## src/rtl/mul_stream_engine.sv

```systemverilog
// Streaming multiply / multiply-accumulate engine: handshaked operand intake into an
// input FIFO, a one-stage product pipeline, and a first-word-fall-through result FIFO.

module mul_stream_engine_chk #(
  parameter int CW    = 3,
  parameter int DEPTH = 4,
  parameter int XW    = 20
) (
  input logic          clk,
  input logic          rst,
  input logic [CW-1:0] in_count,
  input logic [CW-1:0] out_count,
  input logic          in_push,
  input logic          in_pop,
  input logic          out_push,
  input logic          out_pop,
  input logic          x_valid,
  input logic          x_ready,
  input logic [XW-1:0] x
);

  localparam logic [CW-1:0] DEPTH_CNT = CW'(DEPTH);

  a_in_no_overflow: assert property (@(posedge clk) disable iff (rst)
    !(in_push && !in_pop && (in_count == DEPTH_CNT)));

  a_in_no_underflow: assert property (@(posedge clk) disable iff (rst)
    !(in_pop && (in_count == {CW{1'b0}})));

  a_out_no_overflow: assert property (@(posedge clk) disable iff (rst)
    !(out_push && !out_pop && (out_count == DEPTH_CNT)));

  a_x_stable: assert property (@(posedge clk) disable iff (rst)
    (x_valid && !x_ready) |=> (x_valid && $stable(x)));

endmodule

module mul_stream_engine #(
  parameter  int WIDTH = 8,
  parameter  int DEPTH = 4,
  parameter  int ACCW  = 4,
  localparam int XW    = 2*WIDTH + ACCW
) (
  input  logic             CLK,
  input  logic             RST,
  input  logic             START,
  input  logic             HALT,
  input  logic             MODE,
  input  logic [7:0]       ACC_LEN,
  input  logic [WIDTH-1:0] A,
  input  logic [WIDTH-1:0] B,
  input  logic             ACK,
  output logic             REQ_AB,
  output logic [XW-1:0]    X,
  output logic             X_VALID,
  input  logic             X_READY,
  output logic             BUSY
);

  localparam int AW = (DEPTH > 1) ? $clog2(DEPTH) : 1;
  localparam int CW = AW + 1;
  localparam int PW = 2*WIDTH;
  localparam logic [CW-1:0] DEPTH_CNT = CW'(DEPTH);

  typedef enum logic [1:0] {
    ST_IDLE   = 2'd0,
    ST_RUN    = 2'd1,
    ST_HALTED = 2'd2
  } state_t;

  state_t           state_r;
  logic             mode_r;
  logic [7:0]       acc_len_r;

  logic [WIDTH-1:0] in_a_mem_r [DEPTH];
  logic [WIDTH-1:0] in_b_mem_r [DEPTH];
  logic [AW-1:0]    in_wr_ptr_r;
  logic [AW-1:0]    in_rd_ptr_r;
  logic [CW-1:0]    in_count_r;

  logic [PW-1:0]    p_r;
  logic             p_valid_r;
  logic [XW-1:0]    acc_r;
  logic [7:0]       acc_cnt_r;

  logic [XW-1:0]    out_mem_r [DEPTH];
  logic [AW-1:0]    out_wr_ptr_r;
  logic [AW-1:0]    out_rd_ptr_r;
  logic [CW-1:0]    out_count_r;
  logic [XW-1:0]    x_r;
  logic             x_valid_r;

  logic             start_ok_s;
  logic             run_entry_s;
  logic             req_ab_s;
  logic             in_push_s;
  logic             in_pop_s;
  logic [PW-1:0]    p_next_s;
  logic [7:0]       acc_len_eff_s;
  logic             acc_last_s;
  logic [XW-1:0]    acc_sum_s;
  logic             out_push_s;
  logic             out_pop_s;
  logic [XW-1:0]    out_data_s;
  logic [CW-1:0]    out_count_next_s;
  logic [CW-1:0]    out_rem_s;
  logic [AW-1:0]    out_rd_ptr_next_s;
  logic [XW-1:0]    head_next_s;
  logic             data_pending_s;

  // Handshake, issue credit and accumulate decode.
  always_comb begin
    start_ok_s     = START && !HALT;
    run_entry_s    = (state_r == ST_IDLE) && start_ok_s;
    req_ab_s       = (state_r == ST_RUN) && (in_count_r < DEPTH_CNT);
    in_push_s      = ACK && req_ab_s;
    // Credit counts the product in flight so the output FIFO can never overflow.
    in_pop_s       = (in_count_r != {CW{1'b0}}) &&
                     ((out_count_r + CW'(p_valid_r)) < DEPTH_CNT);
    p_next_s       = {{WIDTH{1'b0}}, in_a_mem_r[in_rd_ptr_r]} *
                     {{WIDTH{1'b0}}, in_b_mem_r[in_rd_ptr_r]};
    acc_len_eff_s  = (acc_len_r == 8'd0) ? 8'd1 : acc_len_r;
    acc_last_s     = (({1'b0, acc_cnt_r} + 9'd1) == {1'b0, acc_len_eff_s});
    acc_sum_s      = acc_r + {{ACCW{1'b0}}, p_r};
    out_push_s     = p_valid_r && (!mode_r || acc_last_s);
    out_data_s     = mode_r ? acc_sum_s : {{ACCW{1'b0}}, p_r};
    out_pop_s      = x_valid_r && X_READY;
    data_pending_s = (in_count_r != {CW{1'b0}}) || p_valid_r ||
                     (out_count_r != {CW{1'b0}}) || (acc_cnt_r != 8'd0);
  end

  // Next head of the result FIFO, so X and X_VALID can be driven from registers.
  always_comb begin
    out_count_next_s  = out_count_r + CW'(out_push_s) - CW'(out_pop_s);
    out_rem_s         = out_count_r - CW'(out_pop_s);
    out_rd_ptr_next_s = out_rd_ptr_r + AW'(out_pop_s);
    if (out_count_next_s == {CW{1'b0}}) begin
      head_next_s = {XW{1'b0}};
    end else if (out_rem_s == {CW{1'b0}}) begin
      head_next_s = out_data_s;
    end else begin
      head_next_s = out_mem_r[out_rd_ptr_next_s];
    end
  end

  // Run-control FSM; MODE and ACC_LEN are only captured when leaving IDLE.
  always_ff @(posedge CLK) begin
    if (RST) begin
      state_r   <= ST_IDLE;
      mode_r    <= 1'b0;
      acc_len_r <= 8'd0;
    end else begin
      case (state_r)
        ST_IDLE: begin
          if (start_ok_s) begin
            state_r   <= ST_RUN;
            mode_r    <= MODE;
            acc_len_r <= ACC_LEN;
          end
        end
        ST_RUN: begin
          if (HALT) begin
            state_r <= ST_HALTED;
          end
        end
        ST_HALTED: begin
          if (start_ok_s) begin
            state_r <= ST_RUN;
          end else if (!data_pending_s) begin
            state_r <= ST_IDLE;
          end
        end
        default: state_r <= ST_IDLE;
      endcase
    end
  end

  // Input FIFO storage; stale entries are harmless because the pointers reset.
  always_ff @(posedge CLK) begin
    if (!RST && in_push_s) begin
      in_a_mem_r[in_wr_ptr_r] <= A;
      in_b_mem_r[in_wr_ptr_r] <= B;
    end
  end

  // Input FIFO pointers and occupancy.
  always_ff @(posedge CLK) begin
    if (RST) begin
      in_wr_ptr_r <= {AW{1'b0}};
      in_rd_ptr_r <= {AW{1'b0}};
      in_count_r  <= {CW{1'b0}};
    end else begin
      if (in_push_s) begin
        in_wr_ptr_r <= in_wr_ptr_r + AW'(1'b1);
      end
      if (in_pop_s) begin
        in_rd_ptr_r <= in_rd_ptr_r + AW'(1'b1);
      end
      in_count_r <= in_count_r + CW'(in_push_s) - CW'(in_pop_s);
    end
  end

  // Product register and accumulator; a new run always starts from a clean sum.
  always_ff @(posedge CLK) begin
    if (RST) begin
      p_r       <= {PW{1'b0}};
      p_valid_r <= 1'b0;
      acc_r     <= {XW{1'b0}};
      acc_cnt_r <= 8'd0;
    end else begin
      p_valid_r <= in_pop_s;
      if (in_pop_s) begin
        p_r <= p_next_s;
      end
      if (run_entry_s) begin
        acc_r     <= {XW{1'b0}};
        acc_cnt_r <= 8'd0;
      end else if (p_valid_r && mode_r) begin
        if (acc_last_s) begin
          acc_r     <= {XW{1'b0}};
          acc_cnt_r <= 8'd0;
        end else begin
          acc_r     <= acc_sum_s;
          acc_cnt_r <= acc_cnt_r + 8'd1;
        end
      end
    end
  end

  // Result FIFO storage.
  always_ff @(posedge CLK) begin
    if (!RST && out_push_s) begin
      out_mem_r[out_wr_ptr_r] <= out_data_s;
    end
  end

  // Result FIFO pointers, occupancy and registered head.
  always_ff @(posedge CLK) begin
    if (RST) begin
      out_wr_ptr_r <= {AW{1'b0}};
      out_rd_ptr_r <= {AW{1'b0}};
      out_count_r  <= {CW{1'b0}};
      x_r          <= {XW{1'b0}};
      x_valid_r    <= 1'b0;
    end else begin
      if (out_push_s) begin
        out_wr_ptr_r <= out_wr_ptr_r + AW'(1'b1);
      end
      out_rd_ptr_r <= out_rd_ptr_next_s;
      out_count_r  <= out_count_next_s;
      x_r          <= head_next_s;
      x_valid_r    <= (out_count_next_s != {CW{1'b0}});
    end
  end

  assign REQ_AB  = req_ab_s;
  assign X       = x_r;
  assign X_VALID = x_valid_r;
  assign BUSY    = (state_r == ST_RUN) || data_pending_s;

  mul_stream_engine_chk #(
    .CW    (CW),
    .DEPTH (DEPTH),
    .XW    (XW)
  ) u_chk (
    .clk       (CLK),
    .rst       (RST),
    .in_count  (in_count_r),
    .out_count (out_count_r),
    .in_push   (in_push_s),
    .in_pop    (in_pop_s),
    .out_push  (out_push_s),
    .out_pop   (out_pop_s),
    .x_valid   (x_valid_r),
    .x_ready   (X_READY),
    .x         (x_r)
  );

endmodule

```

## config.mk

```make
export PLATFORM = sky130hd
export DESIGN_NAME = mul_stream_engine
export DESIGN_NICKNAME = d
export VERILOG_FILES = /design/src/rtl/mul_stream_engine.sv
export SDC_FILE = /design/constraint.sdc
export NUM_CORES = 1
export LEC_CHECK = 0
export CORE_MARGIN = 2
export CORE_UTILIZATION = 65
export CTS_CLUSTER_SIZE = 30
export DETAILED_ROUTE_END_ITERATION = 12
export PLACE_DENSITY = 0.85
export SYNTH_ARGS = -nofsm -noshare
export SYNTH_HDL_FRONTEND = slang
export SYNTH_HIERARCHICAL = 1
export SYNTH_SLANG_ARGS = --single-unit
```

## constraint.sdc

```tcl
create_clock -name CLK -period 8.9 [get_ports CLK]
set_input_delay 0.89 -clock CLK [delete_from_list [all_inputs] [get_ports CLK]]
set_output_delay 0.89 -clock CLK [all_outputs]
set_load 0.02 [all_outputs]
```

==> results.md <==
* Initial antenna violation count at 0
* Status: complete, no violations
* Largest net degree at the start of global routing at 49
* Cells after Synth at 1014
* Clk root buf: clkbuf_16
* Critical path endpoint category: register
* Worst clock skew at 0.0135 ns
* Filler cells at 1242
* Starting Density at 65.8%
* DRT iter0 DRCs at 433
* Fraction of registers with async set/reset at 0%
* FF-to-FF setup slack at 2.98 ns
* Final WL at 23500 um
* Initial DRT Pass Iterations at 4
* Num Clock Sinks at 237
* Setup CP Type: reg -> reg
* Std cell rows at 50
* Vias in the first global route at 7990
* Post-synth top area share at 35.3%
* Largest cells by area after synthesis: edfxtp_1, dfxtp_1, ha_1
* Share of cells above drive strength 1 at 9.63%
* Worst Max-Slew Pin Slew at 1.24 ns
* Routability Congestion at 0.867
* Clock buffer depth at 3
* Vias at 7781
* Htree depth at 1
* Hold buffers post-CTS at 0
* Skew-Pair Late Insertion Delay at 0.53 ns
* R2r worst-path depth at 16
* DP Wirelength at 16000 um
* Boundary Pins at 54
* Area Overhead vs Synth at 12.0%
* Synth warn at 6
* Pwr/cell area at 416 mW/mm2
* Final WS setup at 2.98 ns
* Endpoints failing hold at 0
* Setup Buffers After CTS at 0
* Syn Nets at 1152
* Die ar. at 0.0199 mm2
* Post-route minimum period at 5.92 ns
* Max Clk Rate at 169 MHz
* Post-synth EDFFs at 144
* Die H at 141 um
* Synth Register Bits at 237
* Core box area at 0.0186 mm2
* Final cell count without fillers at 1314
* R2R Path End: p_r[14]$_SDFFE_PP0P_
* WHS Path Cells at 2
* WP data arrival at 6.33 ns
* CTS tree: built
* Leakage Power at 0.00523 uW
* Die width at 141 um
* Period utilization at 66.5%
* Synth area leader: edfxtp_1
* DP Worst Slack at 2.90 ns
* Vias per cell at 5.92
* Final setup fails at 0
* Max-cap violations at 0
* Post-DRT Antenna Nets at 0
* Routed wire length per instance at 17.9 um
* CP max-delay cell: dfxtp_1
* Input/output buffers at 53
* Slew margin rel. at 17.6%
* Post-route DRC at 0
* Min-Delay Path Class: reg -> reg
* Clk pin slew, worst setup/hold paths at 0.06 ns
* Dpl cells at 1270
* Peak supply drop at 0.379 mV
* GR Util All Layers at 24.4%
* Min-Delay Endpoint: acc_r[19]$_SDFFE_PP0P_
* CP cell instances: mux4_2, and2_1, fa_1, fa_1, fa_1, inv_1, fa_1, inv_1, ha_1, o21a_1, o21a_1, and3_1, a2111oi_2, a21oi_1, xor2_1, a21o_1
* Diodes inserted at 0
* Netlist cell types at 67
* Register area share after synthesis at 50.6%
* CP max FO at 16
* Post-CTS sizing at 0
* Critical path data required time at 9.32 ns
* Final Max Tran Viols at 0
* Hold path start: acc_r[19]$_SDFFE_PP0P_
* TritonCTS Buffers at 24
* Grt ovf at 0
* Synthesized cell area at 0.0122 mm2
* Final setup TNS at 0 ns
* RSZ-0062 raised after global routing: no
* Most frequent CP cell: fa_1
* Top FF cell, synth: edfxtp_1
* Worst Setup Start Kind: register
* Worst path max stage delay at 0.98 ns
* Synthesized area per cell at 12.1 um2
* NumNets Final at 1200
* First-pass GRT wire length at 39200 um
-- cells in the final DEF (no fill, tap or decap), types with 4 or more instances in the layout --
master	netlist	routed
edfxtp_1	144	144
nand2_1	105	105
dfxtp_1	93	93
inv_1	69	69
ha_1	68	68
and2_1	64	64
a21oi_1	52	52
clkdlybuf4s50_1	0	52
nor2_1	43	43
fa_1	39	39
mux4_2	36	36
xnor2_1	27	27
nand3_1	24	24
clkbuf_16	0	24
o21ai_0	23	23
a22o_1	17	17
xor2_1	16	15
nor2b_1	14	14
o21a_1	13	13
a21o_1	12	12
mux2_2	10	10
nor3_1	8	8
and3_1	8	8
a211oi_1	8	8
or3_1	7	7
a31oi_1	7	7
nand2b_1	6	6
clkbuf_1	25	5
clkinvlp_4	0	5
buf_4	4	5
nand4_1	4	4
nor4_1	4	4
clkinv_1	1	4
-- where the power goes --
group,internal [uW],leakage [uW],switching [uW]
clock network,537,0.000351,418
registers,1310,0.00205,83.4
logic,1540,0.00283,1800
-- flip-flops by register name (all words and copies together) (netlist names), 2 cells and up, named ones only --
signal,count
in_rd_ptr_r,2
state_r,2
in_a_mem_r,32
in_b_mem_r,32
X,20
p_r,16
in_count_r,3
acc_r,20
out_rd_ptr_r,2
acc_len_r,8
in_wr_ptr_r,2
out_wr_ptr_r,2
out_mem_r,80
acc_cnt_r,8
out_count_r,3
-- worst max path at each step --
stage          slack (ns)  depth (start not counted)      from                   end
4_1_cts              2.88                         16  register  p_r[14]$_SDFFE_PP0P_
2_1_floorplan        3.20                         18  register  p_r[14]$_SDFFE_PP0P_
5_1_grt              2.63                         17  register  p_r[14]$_SDFFE_PP0P_
3_3_place_gp         2.99                         16  register  p_r[14]$_SDFFE_PP0P_
3_5_place_dp         2.90                         16  register  p_r[14]$_SDFFE_PP0P_
6_report             2.98                         16  register  p_r[14]$_SDFFE_PP0P_
-- routing by layer --
layer | GRT usage, % | part of all wire [%]
met3 | 3.26 | 4.7
met5 | 0 | 0
met2 | 43.4 | 50
met4 | 6.68 | 2.5
met1 | 31.7 | 43
-- synth_stat cells, types with 4 or more instances --
cell and n:
nor2_1 43, buf_4 4, a21o_1 12, nand2_1 105
nor3_1 8, or3_1 7, clkbuf_1 25, a22o_1 17
nor4_1 4, xnor2_1 27, nor2b_1 14, a31oi_1 7
edfxtp_1 144, dfxtp_1 93, mux4_2 36, and3_1 8
ha_1 68, inv_1 69, o21a_1 13, mux2_2 10
nand3_1 24, a211oi_1 8, nand2b_1 6, nand4_1 4
o21ai_0 23, fa_1 39, buf_2 4, a21oi_1 52
xor2_1 16, and2_1 64
-- final cells by class --
class,instances,area [um2],share of cell area (%)
sequential,237,6190,45.2
multi-input combinational,670,5640,41.2
clock buffer,30,633,4.62
timing repair buffer,58,563,4.11
tap,234,293,2.14
inverter,71,267,1.95
clock inverter,14,119,0.868
-- worst max-delay path, delay by kind of cell, from the launching register on --
kind / cells / cell delay (ns)
compound gates: 5 / 1.04
mux: 1 / 0.71
xor+xnor: 1 / 0.15
fa+ha+maj: 5 / 2.43
simple gates: 2 / 0.39
buf+inv: 2 / 0.10
flops: 1 / 0.98
-- metrics by stage --
step	util, %	instance area (um2)	hold WS [ns]	total power (uW)
detailed placement	69.7	12900	0.459	4740
global route	73.7	13700	0.486	6270
finish	73.7	13700	0.474	5690
CTS	73.7	13700	0.477	5740
floorplan	-	12200	0.429	4090
global placement	69.7	12900	0.440	4640
-- kinds of logic (layout without fill, tap and decap cells) --
group	count (synthesis)	count (layout)	share of synthesized area, %
XOR/XNOR	43	43	3.08
AND/OR/NAND/NOR	306	306	12.7
flip-flops	237	237	50.6
buffers and inverters	107	173	3.45
adder cells (fa/ha/maj)	107	107	13.3
AO/OA/AOI/OAI	165	165	9.06
multiplexers	49	49	7.79
(Power assumes the default switching activity.)
